==> src/rtl/bip_core.sv <==
//==============================================================================
// Module   : bip_core
// Purpose  : Parametrised accumulator processor core. A multi-cycle FSM
//            (FETCH / EXEC / MEM / HALT) that drives external program and
//            data memories with synchronous read. It supports immediate,
//            memory and branch instructions, an instruction-boundary run
//            input, a halt status output and retire tracing.
// Options  : BIP_CYCLE_COUNT_EN - when defined, a saturating cycle counter
//            drives cycle_count; otherwise cycle_count is tied to zero.
// Revision : 1.0 - initial release
//==============================================================================
`default_nettype none

module bip_core #(
  parameter int AB  = 11,
  parameter int DB  = 16,
  parameter int OPW = 5,
  parameter int CW  = 32
) (
  input  logic          clk,
  input  logic          reset,
  input  logic          enable,
  output logic [AB-1:0] pm_addr,
  input  logic [DB-1:0] pm_data,
  output logic [AB-1:0] dm_addr,
  output logic          dm_rd,
  input  logic [DB-1:0] dm_rdata,
  output logic          dm_wr,
  output logic [DB-1:0] dm_wdata,
  output logic [DB-1:0] acc,
  output logic          halted,
  output logic          retire,
  output logic [CW-1:0] cycle_count
);

  // Opcode encodings; wider opcode fields keep the upper bits at zero.
  localparam logic [OPW-1:0] c_OP_HLT  = OPW'(0);
  localparam logic [OPW-1:0] c_OP_STO  = OPW'(1);
  localparam logic [OPW-1:0] c_OP_LD   = OPW'(2);
  localparam logic [OPW-1:0] c_OP_LDI  = OPW'(3);
  localparam logic [OPW-1:0] c_OP_ADD  = OPW'(4);
  localparam logic [OPW-1:0] c_OP_ADDI = OPW'(5);
  localparam logic [OPW-1:0] c_OP_SUB  = OPW'(6);
  localparam logic [OPW-1:0] c_OP_SUBI = OPW'(7);
  localparam logic [OPW-1:0] c_OP_BEQ  = OPW'(8);
  localparam logic [OPW-1:0] c_OP_BNE  = OPW'(9);
  localparam logic [OPW-1:0] c_OP_JMP  = OPW'(10);

  // Which accumulator update the MEM state applies to the read data.
  localparam logic [1:0] c_MOP_LD  = 2'd0;
  localparam logic [1:0] c_MOP_ADD = 2'd1;
  localparam logic [1:0] c_MOP_SUB = 2'd2;

  typedef enum logic [1:0] {
    S_FETCH = 2'd0,
    S_EXEC  = 2'd1,
    S_MEM   = 2'd2,
    S_HALT  = 2'd3
  } state_t;

  state_t        state_q;
  logic [AB-1:0] pc_q;
  logic [DB-1:0] acc_q;
  logic [AB-1:0] dm_addr_q;
  logic [1:0]    mop_q;
  logic          retire_q;
  logic          halted_q;

  logic [OPW-1:0] w_opcode;
  logic [AB-1:0]  w_operand;
  logic [DB-1:0]  w_imm;
  logic [AB-1:0]  w_pc_inc_d;
  logic           w_in_exec;
  logic           w_rd_op;
  logic           w_st_op;

  // Only the opcode and operand fields of the instruction word are decoded.
  logic unused_pm_bits;
  assign unused_pm_bits = ^pm_data;

  assign w_opcode   = pm_data[DB-1 -: OPW];
  assign w_operand  = pm_data[AB-1:0];
  assign w_imm      = {{(DB-AB){w_operand[AB-1]}}, w_operand};
  assign w_pc_inc_d = pc_q + AB'(1);
  assign w_in_exec  = (state_q == S_EXEC);
  assign w_rd_op    = (w_opcode == c_OP_LD) || (w_opcode == c_OP_ADD) ||
                      (w_opcode == c_OP_SUB);
  assign w_st_op    = (w_opcode == c_OP_STO);

  // Memory strobes are decoded straight from the fetched word during EXEC so
  // read data returns in the following (MEM) cycle; the address register
  // keeps the last accessed location between accesses.
  assign dm_rd    = w_in_exec && w_rd_op;
  assign dm_wr    = w_in_exec && w_st_op;
  assign dm_addr  = (dm_rd || dm_wr) ? w_operand : dm_addr_q;
  assign dm_wdata = acc_q;
  assign pm_addr  = pc_q;
  assign acc      = acc_q;
  assign halted   = halted_q;
  assign retire   = retire_q;

  // Main control FSM: sequencing, PC, accumulator and status registers.
  always_ff @(posedge clk) begin
    if (!reset) begin
      state_q   <= S_FETCH;
      pc_q      <= '0;
      acc_q     <= '0;
      dm_addr_q <= '0;
      mop_q     <= c_MOP_LD;
      retire_q  <= 1'b0;
      halted_q  <= 1'b0;
    end else begin
      retire_q <= 1'b0;
      case (state_q)
        S_FETCH: begin
          if (enable) begin
            state_q <= S_EXEC;
          end
        end
        S_EXEC: begin
          state_q  <= S_FETCH;
          retire_q <= 1'b1;
          pc_q     <= w_pc_inc_d;
          case (w_opcode)
            c_OP_HLT: begin
              state_q  <= S_HALT;
              halted_q <= 1'b1;
              pc_q     <= pc_q;
            end
            c_OP_STO: dm_addr_q <= w_operand;
            c_OP_LD: begin
              dm_addr_q <= w_operand;
              mop_q     <= c_MOP_LD;
              state_q   <= S_MEM;
              retire_q  <= 1'b0;
            end
            c_OP_ADD: begin
              dm_addr_q <= w_operand;
              mop_q     <= c_MOP_ADD;
              state_q   <= S_MEM;
              retire_q  <= 1'b0;
            end
            c_OP_SUB: begin
              dm_addr_q <= w_operand;
              mop_q     <= c_MOP_SUB;
              state_q   <= S_MEM;
              retire_q  <= 1'b0;
            end
            c_OP_LDI:  acc_q <= w_imm;
            c_OP_ADDI: acc_q <= acc_q + w_imm;
            c_OP_SUBI: acc_q <= acc_q - w_imm;
            c_OP_BEQ: begin
              if (acc_q == '0) begin
                pc_q <= w_operand;
              end
            end
            c_OP_BNE: begin
              if (acc_q != '0) begin
                pc_q <= w_operand;
              end
            end
            c_OP_JMP: pc_q <= w_operand;
            default: ;
          endcase
        end
        S_MEM: begin
          state_q  <= S_FETCH;
          retire_q <= 1'b1;
          case (mop_q)
            c_MOP_LD:  acc_q <= dm_rdata;
            c_MOP_ADD: acc_q <= acc_q + dm_rdata;
            default:   acc_q <= acc_q - dm_rdata;
          endcase
        end
        S_HALT: ;
        default: state_q <= S_FETCH;
      endcase
    end
  end

`ifdef BIP_CYCLE_COUNT_EN
  logic [CW-1:0] cycle_q;

  // Saturating count of every non-halted cycle, stalled fetches included.
  always_ff @(posedge clk) begin
    if (!reset) begin
      cycle_q <= '0;
    end else if ((state_q != S_HALT) && (cycle_q != {CW{1'b1}})) begin
      cycle_q <= cycle_q + CW'(1);
    end
  end

  assign cycle_count = cycle_q;
`else
  assign cycle_count = '0;
`endif

endmodule

`default_nettype wire

==> config.mk <==
export PLATFORM = sky130hd
export DESIGN_NAME = bip_core
export DESIGN_NICKNAME = d
export VERILOG_FILES = /design/src/rtl/bip_core.sv
export SDC_FILE = /design/constraint.sdc
export NUM_CORES = 1
export LEC_CHECK = 0
export BUFFER_PORTS_ARGS = -buffer_cell sky130_fd_sc_hd__clkbuf_2
export CAP_MARGIN = 20
export CORE_MARGIN = 1
export CORE_UTILIZATION = 45
export DETAILED_ROUTE_END_ITERATION = 10
export PLACE_DENSITY = 0.69
export SLEW_MARGIN = 20
export SYNTH_ARGS = -nofsm -noshare
export SYNTH_HDL_FRONTEND = slang
export SYNTH_SLANG_ARGS = --single-unit
==> constraint.sdc <==
create_clock -name clk -period 3.5 [get_ports clk]
set_clock_uncertainty 0.05 [all_clocks]
set_input_delay 0 -clock clk [delete_from_list [all_inputs] [get_ports clk]]
set_output_delay 0 -clock clk [all_outputs]
set_load 0.02 [all_outputs]
==> metrics.md <==
| Metric | Value |
|---|---|
| Combinational fraction of design power | `48.0%` |
| Worst path top cell family by delay | `simple AND/OR/NAND/NOR gates` |
| Minimum clock period | `3.282 ns` |
| Area Growth Syn to Fin | `9.254%` |
| Status | `completed` |
| Die ar. | `0.01160 mm^2` |
| Dominant synthesized flop cell | `dfxtp_1` |
| Cells after Synth | `672` |
| Switch share | `43.29%` |
| Clock sinks | `44` |
| Synthesized area per cell | `7.485 um^2` |
| Final setup fails | `0` |
| Most frequent cells after synthesis | `nand2_1 (67), nor2_1 (50), o21ai_0 (49)` |
| Critical Path RT | `3.66 ns` |
| Pwr dens | `332.4 mW/mm^2` |
| Congestion Overflow GR | `0` |
| Ys Warns | `0` |
| Unrepaired setup endpoints after global routing | `false` |
| Critical Path Start | `pm_data[13]` |
| Final WL | `13590 um` |
| Final std cells w/o fill | `876` |
| Wire length per cell | `15.52 um` |
| FF-to-FF End | `acc[13]` |
| Cts bufs inserted | `5` |
| Vias in the first global route | `4363` |
| 1st-pass router iterations | `5` |
| Sequential area share after synthesis | `17.51%` |
| Final period util | `93.79%` |
| Final WS setup | `0.2175 ns` |
| Worst-path fanout max | `8` |
| Via density | `5.694` |
| CTS tree | `done` |
| Pleak | `2.451 nW` |
| Met1 WL | `6306 um` |
| Rel. slew slack | `36.26%` |
| EDFF count, synth | `0` |
| GP Congestion | `0.9612` |
| Slew Limit Fails | `0` |
| Final Hold Viols | `0` |
| Max_cap viols | `0` |
| Post-synth top area share | `17.51%` |
| Slew @ Worst Pin | `0.9526 ns` |
| R2R Setup Slk | `0.47 ns` |
| Clock Latency Late Sink | `0.31 ns` |
| Most common cell in the netlist | `nand2_1` |
| Switching power | `0.7908 mW` |
| Post-synth ARST share | `0%` |
| Pint | `1.036 mW` |
| Worst R2R Path Depth | `11` |
| ANT cells | `0` |
| First-pass GRT wire length | `21490 um` |
| Critical path endpoint category | `flip-flop` |
| Most area-hungry cell type in the Yosys netlist | `dfxtp_1` |
| Crit start category | `input pin` |
| Placed Cells | `867` |
| Slowest cell on the critical path | `dlygate4sd3_1` |
| Hold WC Path Type | `in -> reg` |
| Clock power share | `19.3%` |
| Pre-CTS setup slack | `0.2272 ns` |
| Tot Pwr | `1.827 mW` |
| Max Used Layer | `met4` |
| Clock root buffer | `clkbuf_8` |
| # rows | `38` |
| Max VDD drop | `0.1508 mV` |
| Initial Utilization | `46.20%` |
| Flop pwr share | `32.7%` |
| Initial antenna violation count | `0` |
| Largest stage delay on the critical path | `0.53 ns` |
| CTS H-Tree Depth | `2` |
| Clock transition at path regs | `0.09 ns` |
| Hold_sp | `dm_rdata[15]` |
| Fmax | `304.6 MHz` |
| Final #Nets | `812` |
| CP Class | `in -> reg` |
| Critical Path, Cell by Cell | `dlygate4sd3_1 > clkbuf_2 > nor4bb_2 > and2_2 > mux2_2 > inv_1 > ha_1 > nor2b_1 > o21ai_0 > or3b_2 > a32oi_2 > and4_1 > nor3_1 > o31ai_1` |
| Ranking of synthesized cells by area | `dfxtp_1 (18%), ha_1 (10%), buf_4 (7.2%)` |
| WL met3 | `808 um` |
| WHS Path Cells | `3` |
| Largest net degree at the start of global routing | `48` |
| Buf/Inv on CP | `3` |
| Seq cells post-synth | `44` |
| Detail Route met2 WL | `6326 um` |
| I/O pin cnt | `125` |
| Initial drt markers | `358` |
| Overall routing resource usage | `23.13%` |
| Reg2Reg Launch Point | `mop_q[0]` |
| Core area | `0.01089 mm^2` |
| Die Width | `107.7 um` |
| Arr. time, crit path | `3.45 ns` |
| CTS Buffer Depth | `2` |
| DPL Wire Length | `10630 um` |
| IO buf count | `92` |
| Synthesized area | `0.005030 mm^2` |
| Post-CTS setup buffer count | `0` |
| DR vias | `4988` |
| Layout cells sized above 1 | `17.93%` |
| Sink of the worst hold path | `acc[15]` |
| DIE HEIGHT | `107.7 um` |
| DRC errors left | `0` |
| Post-synth cell types | `65` |
| Total negative slack | `0 ns` |
| Post-route ant nets | `0` |
-- state kept, by name, indices dropped and copies added (netlist names) --
register	flops
dm_addr_q	11
acc	16
retire	1
mop_q	2
state_q	2
halted	1
pm_addr	11
-- per-layer routing --
layer	track usage, %	vias to the layer above
met4	5.577	0
met5	0	-
li1	-	2488
met1	31.57	2304
met3	2.845	13
met2	38.37	183
-- layout make-up --
class,instances,area [um^2]
Multi-Input combinational cell,568,3751
Inverter,14,52.55
Tap cell,140,175.2
Timing Repair Buffer,102,538.0
Fill cell,1083,5393
Sequential cell,44,880.8
Clock inverter,2,15.01
Clock buffer,6,82.58
-- worst register-to-register path, delay by kind of cell (launching register included) --
kind                     cells  cell delay [ns]
AO/OA/AOI/OAI                5             0.90
XOR/XNOR                     2             0.33
adder cells (fa/ha/maj)      1             0.38
flip-flops                   1             0.41
AND/OR/NAND/NOR              3             0.86
-- worst max path at each step --
| stage | end | slack [ns] | cells after the start |
|---|---|---|---|
| floorplan | acc[14] | 0.43 | 15 |
| global placement | acc[15] | 0.30 | 12 |
| detailed placement | acc[15] | 0.23 | 12 |
| CTS | acc[13] | 0.13 | 14 |
| global route | acc[15] | 0.001 | 14 |
| finish | acc[13] | 0.22 | 14 |
-- metrics by stage --
step	cell area, um^2	hold WS [ns]	utilization (%)
floorplan	5146	0.04148	-
global placement	5373	0.2859	49.35
detailed placement	5373	0.3064	49.35
CTS	5480	0.003250	50.33
global route	5495	0.06383	50.47
finish	5495	0.01207	50.47
-- power by group through the flow --
stage               Combinational, mW  Clock [mW]  Sequential [mW]
floorplan                       0.671           0            0.618
global placement                0.848           0            0.606
global route                    0.970       0.379            0.604
finish                          0.877       0.353            0.597
CTS                             0.867       0.361            0.597
detailed placement              0.859           0            0.609
-- layout by cell type, fill, tap and decap left out, drive strengths merged, types with 6 or more instances in the layout --
master   n
a211oi  11
a21boi  10
a21o    13
a21oi   43
a31oi   10
and2    18
buf      9
clkbuf  98
conb    32
dfxtp   44
ha      40
inv     14
mux2     9
mux2i    7
nand2   67
nand2b   7
nand3   23
nor2    50
nor2b   11
nor3    16
nor4     8
o211ai  10
o21a    12
o21ai   51
o31ai    8
or4      6
xnor2   34
xor2    12
-- cell families after synthesis --
group	synth area share (%)
compound gates	26.74
xor+xnor	8.159
fa+ha+maj	10.75
buf+inv	10.65
flops	17.51
mux	3.408
other cells	0.07456
simple gates	22.71
-- what timing repair did --
item	CTS	global route
hold endpoints to repair	1	0
setup endpoints to repair	0	6
gates resized for setup	0	3
hold buffers	1	0
Note: power is estimated with default switching activity, not from simulation.
